### src/rtl/therm_pkg.sv
// Shared types and constants for the ring-oscillator thermometer sequencer.
package therm_pkg;

  // Measurement / frame sequencer states
  typedef enum logic [2:0] {
    IDLE    = 3'd0,
    SETTLE  = 3'd1,
    MEASURE = 3'd2,
    ACCUM   = 3'd3,
    SEND    = 3'd4,
    GAP     = 3'd5
  } seq_state_t;

  // Per-byte UART handshake states inside the frame serializer
  typedef enum logic [1:0] {
    TX_IDLE  = 2'd0,
    TX_WFREE = 2'd1,  // UART still busy from elsewhere, hold off start
    TX_REQ   = 2'd2,  // uart_start high until busy is seen
    TX_DRAIN = 2'd3   // wait for busy to fall
  } tx_state_t;

  localparam logic [7:0] HDR_BYTE_DEF = 8'hA5;

  // Frame byte positions, in transmit order
  localparam logic [1:0] IDX_HDR  = 2'd0;
  localparam logic [1:0] IDX_AVG  = 2'd1;
  localparam logic [1:0] IDX_STAT = 2'd2;
  localparam logic [1:0] IDX_CHK  = 2'd3;

  typedef struct packed {
    logic [7:0] hdr;
    logic [7:0] avg;
    logic [7:0] stat;
    logic [7:0] chk;
  } frame_t;

  function automatic logic [7:0] frame_chk(input logic [7:0] hdr,
                                           input logic [7:0] avg,
                                           input logic [7:0] stat);
    return hdr ^ avg ^ stat;
  endfunction

endpackage

### src/rtl/therm_meas_sequencer_if.sv
// Byte UART start/busy handshake between the sequencer and the transmitter.
interface therm_meas_sequencer_if;
  logic       uart_start;
  logic [7:0] uart_data;
  logic       uart_busy;

  modport master (output uart_start, output uart_data, input uart_busy);
  modport slave  (input uart_start, input uart_data, output uart_busy);
endinterface

### src/rtl/therm_frame_tx.sv
// Serializes a registered 4-byte frame through the UART start/busy handshake.
module therm_frame_tx
  import therm_pkg::*;
(
  input  logic   clk,
  input  logic   rst_n,
  input  logic   go,     // frame is being registered this cycle, start next
  input  frame_t frame,
  output logic   done,   // checksum byte's busy has fallen
  therm_meas_sequencer_if.master uart
);

  tx_state_t  state, state_nxt;
  logic [1:0] idx, idx_nxt;

  // State and byte index registers
  always_ff @(posedge clk or negedge rst_n) begin
    if (!rst_n) begin
      state <= TX_IDLE;
      idx   <= IDX_HDR;
    end else begin
      state <= state_nxt;
      idx   <= idx_nxt;
    end
  end

  // Handshake sequencing; a busy UART at frame start defers uart_start
  always_comb begin
    state_nxt = state;
    idx_nxt   = idx;
    done      = 1'b0;
    case (state)
      TX_IDLE: if (go) begin
        idx_nxt   = IDX_HDR;
        state_nxt = uart.uart_busy ? TX_WFREE : TX_REQ;
      end
      TX_WFREE: if (!uart.uart_busy) state_nxt = TX_REQ;
      TX_REQ:   if (uart.uart_busy)  state_nxt = TX_DRAIN;
      TX_DRAIN: if (!uart.uart_busy) begin
        if (idx == IDX_CHK) begin
          done      = 1'b1;
          state_nxt = TX_IDLE;
        end else begin
          idx_nxt   = idx + 2'd1;
          state_nxt = TX_REQ;
        end
      end
      default: state_nxt = TX_IDLE;
    endcase
  end

  // Byte select; frame is registered so data is stable across the byte
  always_comb begin
    case (idx)
      IDX_HDR:  uart.uart_data = frame.hdr;
      IDX_AVG:  uart.uart_data = frame.avg;
      IDX_STAT: uart.uart_data = frame.stat;
      default:  uart.uart_data = frame.chk;
    endcase
  end

  assign uart.uart_start = (state == TX_REQ);

endmodule

### src/rtl/therm_meas_sequencer.sv
// Ring-oscillator thermometer sequencer: settle, windowed counting, averaging,
// hysteresis alarm, and hand-off of the 4-byte frame to the serializer.
module therm_meas_sequencer
  import therm_pkg::*;
#(
  parameter int         SETTLE_CYCLES = 16,
  parameter int         AVG_LOG2      = 2,
  parameter int         GAP_CYCLES    = 1000,
  parameter logic [7:0] HDR_BYTE      = HDR_BYTE_DEF,
  parameter logic [7:0] ALARM_HI      = 8'd200,
  parameter logic [7:0] ALARM_LO      = 8'd50
) (
  input  logic       clk,
  input  logic       rst_n,
  input  logic       run,
  output logic       ro_en,
  output logic       win_start,
  input  logic       win_done,
  input  logic [7:0] win_count,
  therm_meas_sequencer_if.master uart,
  output logic [7:0] avg_out,
  output logic       alarm,
  output logic       frame_done
);

  localparam int ACC_W  = 8 + AVG_LOG2;
  localparam int NWIN   = 1 << AVG_LOG2;
  localparam int TMR_MX = (SETTLE_CYCLES > GAP_CYCLES) ? SETTLE_CYCLES : GAP_CYCLES;
  localparam int TMR_W  = $clog2(TMR_MX + 1);

  seq_state_t       state, state_nxt;
  logic [TMR_W-1:0] tmr;
  logic [ACC_W-1:0] acc;
  logic             sat;
  logic [4:0]       win_idx;
  logic [4:0]       seq;
  frame_t           frame;
  logic             tx_done;

  logic             last_win;
  logic [7:0]       avg_c;
  logic             alarm_c;
  logic [7:0]       stat_c;

  assign last_win = (win_idx == 5'(NWIN - 1));
  assign avg_c    = acc[AVG_LOG2 +: 8];
  assign alarm_c  = (avg_c >= ALARM_HI) ? 1'b1 :
                    (avg_c <= ALARM_LO) ? 1'b0 : alarm;
  assign stat_c   = {alarm_c, sat, 1'b0, seq};

  // State register
  always_ff @(posedge clk or negedge rst_n) begin
    if (!rst_n) state <= IDLE;
    else        state <= state_nxt;
  end

  // Next state; run is only sampled at frame boundaries so frames never truncate
  always_comb begin
    state_nxt = state;
    case (state)
      IDLE:    if (run) state_nxt = SETTLE;
      SETTLE:  if (tmr == '0) state_nxt = MEASURE;
      MEASURE: if (win_done && last_win) state_nxt = ACCUM;
      ACCUM:   state_nxt = SEND;
      SEND:    if (tx_done) state_nxt = GAP;
      GAP:     if (tmr == '0) state_nxt = run ? SETTLE : IDLE;
      default: state_nxt = IDLE;
    endcase
  end

  // Timers, accumulation, alarm and frame capture
  always_ff @(posedge clk or negedge rst_n) begin
    if (!rst_n) begin
      tmr       <= '0;
      acc       <= '0;
      sat       <= 1'b0;
      win_idx   <= '0;
      seq       <= '0;
      win_start <= 1'b0;
      avg_out   <= '0;
      alarm     <= 1'b0;
      frame     <= '0;
    end else begin
      if (state_nxt == SETTLE && state != SETTLE)
        tmr <= TMR_W'(SETTLE_CYCLES - 1);
      else if (state_nxt == GAP && state != GAP)
        tmr <= TMR_W'(GAP_CYCLES - 1);
      else if (tmr != '0)
        tmr <= tmr - 1'b1;

      // Back-to-back windows within a burst skip the settle time
      win_start <= (state == SETTLE && tmr == '0) ||
                   (state == MEASURE && win_done && !last_win);

      if (state == MEASURE && win_done) begin
        acc     <= acc + ACC_W'(win_count);
        sat     <= sat | (win_count == 8'hFF);
        win_idx <= win_idx + 5'd1;
      end

      if (state == ACCUM) begin
        avg_out <= avg_c;
        alarm   <= alarm_c;
        frame   <= '{hdr:  HDR_BYTE,
                     avg:  avg_c,
                     stat: stat_c,
                     chk:  frame_chk(HDR_BYTE, avg_c, stat_c)};
      end

      if (state == SEND && tx_done) begin
        seq     <= seq + 5'd1;
        acc     <= '0;
        sat     <= 1'b0;
        win_idx <= '0;
      end
    end
  end

  assign ro_en      = (state == SETTLE) || (state == MEASURE);
  assign frame_done = tx_done;

  therm_frame_tx u_tx (
    .clk   (clk),
    .rst_n (rst_n),
    .go    (state == ACCUM),
    .frame (frame),
    .done  (tx_done),
    .uart  (uart)
  );

endmodule

### src/flat_wrapper.sv
// flat-port wrapper written by rule: the top's interface ports become plain ports
module therm_meas_sequencer_flat import therm_pkg::*;
#(
  parameter int         SETTLE_CYCLES = 16,
  parameter int         AVG_LOG2      = 2,
  parameter int         GAP_CYCLES    = 1000,
  parameter logic [7:0] HDR_BYTE      = HDR_BYTE_DEF,
  parameter logic [7:0] ALARM_HI      = 8'd200,
  parameter logic [7:0] ALARM_LO      = 8'd50
)
  (clk, rst_n, run, ro_en, win_start, win_done, win_count, avg_out, alarm, frame_done, uart_uart_start, uart_uart_data, uart_uart_busy);
  therm_meas_sequencer_if uart_i ();
  input  logic clk;
  input  logic rst_n;
  input  logic run;
  output logic ro_en;
  output logic win_start;
  input  logic win_done;
  input  logic [7:0] win_count;
  output logic [7:0] avg_out;
  output logic alarm;
  output logic frame_done;
  output wire logic [$bits(uart_i.uart_start)-1:0] uart_uart_start;
  output wire logic [$bits(uart_i.uart_data)-1:0] uart_uart_data;
  input wire logic [$bits(uart_i.uart_busy)-1:0] uart_uart_busy;
  assign uart_uart_start = uart_i.uart_start;
  assign uart_uart_data = uart_i.uart_data;
  assign uart_i.uart_busy = uart_uart_busy;
  therm_meas_sequencer #(.SETTLE_CYCLES(SETTLE_CYCLES), .AVG_LOG2(AVG_LOG2), .GAP_CYCLES(GAP_CYCLES), .HDR_BYTE(HDR_BYTE), .ALARM_HI(ALARM_HI), .ALARM_LO(ALARM_LO)) u_core (.clk(clk), .rst_n(rst_n), .run(run), .ro_en(ro_en), .win_start(win_start), .win_done(win_done), .win_count(win_count), .uart(uart_i), .avg_out(avg_out), .alarm(alarm), .frame_done(frame_done));
endmodule
### config.mk
export PLATFORM = sky130hd
export DESIGN_NAME = therm_meas_sequencer_flat
export DESIGN_NICKNAME = d
export VERILOG_FILES = /design/src/rtl/therm_pkg.sv /design/src/rtl/therm_meas_sequencer_if.sv /design/src/rtl/therm_frame_tx.sv /design/src/rtl/therm_meas_sequencer.sv /design/src/flat_wrapper.sv
export SDC_FILE = /design/constraint.sdc
export NUM_CORES = 1
export LEC_CHECK = 0
export ABC_AREA = 1
export CORE_MARGIN = 2
export CORE_UTILIZATION = 57
export DETAILED_ROUTE_END_ITERATION = 7
export GPL_TIMING_DRIVEN = 0
export PLACE_DENSITY = 0.91
export SLEW_MARGIN = 30
export SYNTH_ARGS = -nofsm -noshare
export SYNTH_HDL_FRONTEND = slang
export SYNTH_SLANG_ARGS = --single-unit
### constraint.sdc
create_clock -name clk -period 2.22 [get_ports clk]
set_input_delay 0.555 -clock clk [delete_from_list [all_inputs] [get_ports clk]]
set_output_delay 0.555 -clock clk [all_outputs]
set_load 0.05 [all_outputs]
-- Yosys cells after proc, flatten, opt, wreduce, memory -nomap -nowiden
Cells that the tools add are included.
- bitwise logic cells: 3
- mux-type cells: 33
- magnitude comparators: 2
- reduce and logical (&&, ||, !) cells: 20
- equal/unequal tests: 22
- $add $sub $neg: 5
- operator list (kind ; number):
    $mux W10 ; 5
    $pmux W8 S3 ; 1
    $mux W2 ; 9
    $pmux W3 S6 ; 1
    $mux W3 ; 5
    $add A10 B8 Y10 ; 1
    $add A5 B1 Y5 const B ; 2
    $logic_not A10 Y1 ; 1
    $mux W5 ; 2
    $reduce_bool A10 Y1 ; 1
    $sub A10 B1 Y10 const B ; 1
    $eq A3 B3 Y1 const B ; 3
    $eq A2 B2 Y1 const B ; 4
    $eq A8 B8 Y1 const B ; 1
    $ge A8 B8 Y1 const B ; 1
    $le A8 B6 Y1 const B ; 1
    $mux W1 ; 8
    $ne A2 B2 Y1 const B ; 4
    $pmux W2 S4 ; 1
    $reduce_and A4 Y1 ; 2
    $xor A8 B8 Y8 ; 1
    $logic_and A1 B1 Y1 ; 7
    $eq A3 B1 Y1 const B ; 2
    $eq A3 B2 Y1 const B ; 2
    15 further kinds ; 19
- input port bits: 13
- output and inout bits: 21
- logic and storage cells: 99
- bits in registers: 64

-- Longest topological paths before layout
- depth after elaboration: 10
- gate-level depth with buffers: 11

-- Cells and area by module
From an unflattened synthesis, not the netlist that was laid out.
- cells, all modules: 471
- area, all modules: 3668.5 µm²
- by module, submodules not included (module ; sequential area each (µm²) ; cells each ; times used ; area an instance (µm²)):
    therm_meas_sequencer ; 1476.4 ; 383 ; 1 ; 3150.5
    therm_frame_tx ; 100.1 ; 88 ; 1 ; 518.0

-- Worst setup path after synthesis
No wires, ideal clock.
- path kind: register to output
- start: register u_core.u_tx.idx[1]
- end: output port uart_uart_data[0]
- path buffers: 1
- stages on the path, launching flop included: 6
- arrival time: 1.793 ns
- slack: -0.128 ns
- cell sequence: dfrtp_1 inv_1 ha_1 clkbuf_1 nand2_1 a32oi_1
- word-level cells in the longest chain between the ends: 2
- elaborated cells on any way between the ends: 4
- those cells by class: 2 x eq/ne; 1 x mux; 1 x reduce/logical
- ends and longest elaborated chain (item ; line ; text):
    from (decl) ; therm_frame_tx.sv:14 ; logic [1:0] idx, idx_nxt;
    from (signal assigned) ; therm_frame_tx.sv:23 ; idx <= idx_nxt;
    $eq A2 B2 Y1, or another cell as far along ; therm_frame_tx.sv:54 ; case (idx)
    $pmux W8 S3 (*) ; therm_frame_tx.sv:54 ;
    to (decl) ; flat_wrapper.sv:24 ; output wire logic [$bits(uart_i.uart_data)-1:0] uart_uart_data;
Mark *: on every way between the ends. The rest lies on a longest branch, timed or not.

-- Worst setup path after layout
- start: register u_core.u_tx.idx[0]
- end: output port uart_uart_data[7]
Same word-level chain as after synthesis.

==> impl_metrics.tcl <==
set metrics [dict create \
    synth_area_um2 3590 \
    drc_errors 0 \
    yosys.area_share.simple 0.257 \
    synth_nets 482 \
    synth_seq_cells 63 \
    grt_util_all_layers 0.261 \
    worst_setup_path_end_kind "output pin" \
    cts_made_buffers 9 \
    path_class "register to output pin" \
    stdcell_count 578 \
    ys_warn_count 0 \
    ys_top_cells_by_area "dfrtp_1 44%, nand2_1 13%, inv_1 6.0%" \
    timing.hold.ws_ns 0.130 \
    report.final.slew_viol_count 0 \
    cts_max_level 3 \
    final_area_um2 4360 \
    min_period_ns 2.19 \
    drt-pass1-iter-count 5 \
    finalWorstSetupSlack_ns 0.0281 \
    pre_cts_slack_ns -0.545 \
    yosysSeqAreaShare 0.439 \
    relSlewSlack 0.666 \
    cellLeakagePower_nw 2.34 \
    nets 529 \
    synth_xor_area_frac 0.0317 \
    via_count 3214 \
    syn_avg_cell_area_um2 7.97 \
    critPathArrivalTime_ns 1.64 \
    yosysTopAreaCell "dfrtp_1" \
    multi_input_comb_area_um2 1770 \
    cp.required_ns 1.66 \
    start_kind "register" \
    register_area_um2 1580 \
    area_growth_pct 21.3 \
    fin_crit_sh 0.987 \
    synth_common_cells "125 x nand2_1, 63 x dfrtp_1, 57 x inv_1" \
    grt_pass1_vias 3150 \
    die_y_um 83.4 \
    rsz0062_at_grt "yes" \
    maxCapViolations 0 \
    cts-root-buf "clkbuf_8" \
    drive_gt1_frac 0.167 \
    synthMuxAreaShare 0 \
    cp_max_fo 4 \
    status "complete, no violations" \
    clock_latency_ns 0.36 \
    synth_cells 451 \
    start_util 0.600 \
    worstHoldPathType "input pin to asynchronous set/reset pin" \
    dp.cells 560 \
    synth_edf_count 0 \
    route.final.wire_length_um 8590 \
    post-dp-hpwl_um 6070 \
    num_rows 28 \
    die_area_um2 6960 \
    cts_tree "done" \
    skew_ns 0.0100 \
    fp.dieW_um 83.4 \
    synth_top_family_by_area "simple AND/OR/NAND/NOR gates" \
    cts.path.max_buffers 2 \
    yosysUniqueCellTypes 38 \
    synth_compound_area_frac 0.113 \
    worst-slew-pin-transition_ns 0.500 \
    post_synth_fa_ha_maj_area_fraction 0.0648 \
    synth_top_cell_area_share 0.439 \
    ir_drop_v 0.000680 \
    core_area_um2 5990 \
    post_dp_cell_area_um2 4070 \
    io_pins 34 \
    via_per_inst 5.56 \
    max_freq_ghz 0.456 \
    place_congestion 0.891 \
    postSynth.asyncResetShare 1.00 \
    finalHoldViolations 0 \
    n_fill_cell 437 \
    p_per_area_nw_per_um2 1100 \
    grt_max_degree 33 \
    port_buffers 33 \
    yosysMostFrequentCell "nand2_1" \
    gr-total-overflow 0 \
    antenna_found_initial 0 \
    post_drt_wl_per_cell_um 14.9 \
    setup_violations 0 \
    clkSlewWorstSetupHoldPaths_ns 0.07 \
    synth_top_flop_cell "dfrtp_1" \
    clkSinkCount 63 \
    drt-initial-drc-count 229 \
    grt_first_pass_wirelength_um 14300 \
    ant_nets 0 \
    n_antenna_cell 0 \
]
## logic make-up (layout without fill, tap and decap cells)
family                   Yosys count  after routing
AND/OR/NAND/NOR                  208            208
buffers and inverters             78            130
AO/OA/AOI/OAI                     71             71
flip-flops                        63             63
adder cells (fa/ha/maj)           18             18
XOR/XNOR                          13             13
## cell usage in the layout (no fill, tap or decap), types with 6 or more instances in the layout
cell and n:
nand2_1 124, dfrtp_1 61, inv_1 54, nor2_1 31, o21ai_0 26, nand3_1 21
a21oi_1 19, buf_4 18, clkdlybuf4s50_1 14, clkbuf_8 12, ha_1 12, nand4_1 10
xor2_1 9, dlymetal6s2s_1 7, buf_6 6
## critical path, cell delays in order, from the launching register on
cell,delay [ns]
dfrtp_2,0.44
inv_2,0.12
ha_2,0.22
a21oi_4,0.09
a32oi_2,0.23
buf_6,0.19
## path summary, 6_finish.rpt
check	from	endpoint	slack [ns]	depth (start not counted)
min in group clk	u_core.frame[9]$_DFFE_PN0P_	u_core.frame[9]$_DFFE_PN0P_	0.49	2
hold / removal	rst_n	u_core.frame[4]$_DFFE_PN0P_	0.13	1
setup / recovery	u_core.u_tx.idx[0]$_DFFE_PN0P_	uart_uart_data[7]	0.03	5
setup reg to reg	u_core.u_tx.idx[0]$_DFFE_PN0P_	u_core.tmr[1]$_DFFE_PN0P_	0.39	10
hold reg to reg	u_core.frame[9]$_DFFE_PN0P_	u_core.frame[9]$_DFFE_PN0P_	0.49	2
max in group asynchronous	rst_n	u_core.u_tx.idx[0]$_DFFE_PN0P_	1.55	2
## per-stage QoR
step                      utilization  power, mW  setup TNS [ns]
after floorplan                     -       3.15         -0.0913
after global placement          0.676       3.60          -94.77
after detailed placement        0.679       3.72           -5.12
after CTS                       0.717       4.71               0
after global routing            0.727       5.11         -0.0818
final                           0.727       4.79               0
## state kept, by name (all words and copies together), names as in the netlist
| register | flops |
|---|---|
| u_core.win_start | 1 |
| u_core.u_tx.idx | 2 |
| u_core.acc | 10 |
| u_core.frame | 23 |
| u_core.win_idx | 5 |
| u_core.state | 3 |
| u_core.u_tx.state | 2 |
| u_core.seq | 5 |
| u_core.tmr | 10 |
| u_core.sat | 1 |
| u_core.alarm | 1 |
## where the power goes
part | total, mW | internal (mW) | switching (mW) | leakage, nW
logic | 2.15 | 0.821 | 1.33 | 1.47
clock network | 0.920 | 0.461 | 0.459 | 0.0873
registers | 1.72 | 1.44 | 0.282 | 0.790
total | 4.79 | 2.72 | 2.07 | 2.34
## layer usage
metal / GRT usage / part of all wire / wire [µm] / vias to the layer above
met5: 0 / 0 / 0 / -
met4: 0.118 / 0.022 / 190 / 0
met3: 0.0596 / 0.048 / 408 / 18
met2: 0.450 / 0.51 / 4400 / 91
met1: 0.311 / 0.42 / 3590 / 1560
li1: - / - / - / 1545
## area by class of cell
class,count,share of cell area
inverter,61,0.0537
sequential,63,0.362
clock inverter,5,0.00746
multi-input combinational,310,0.405
clock buffer,11,0.0347
tap,75,0.0215
timing repair buffer,37,0.0879
buffer,16,0.0270
## timing repair
| action | 4_1_cts | 5_1_grt |
|---|---|---|
| hold buffers | 0 | 0 |
| setup buffers | 2 | 1 |
| pin swaps | 1 | 6 |
| gates resized for setup | 72 | 21 |
| endpoints found under the setup margin | 11 | 18 |
Note: power is estimated with default switching activity, not from simulation.
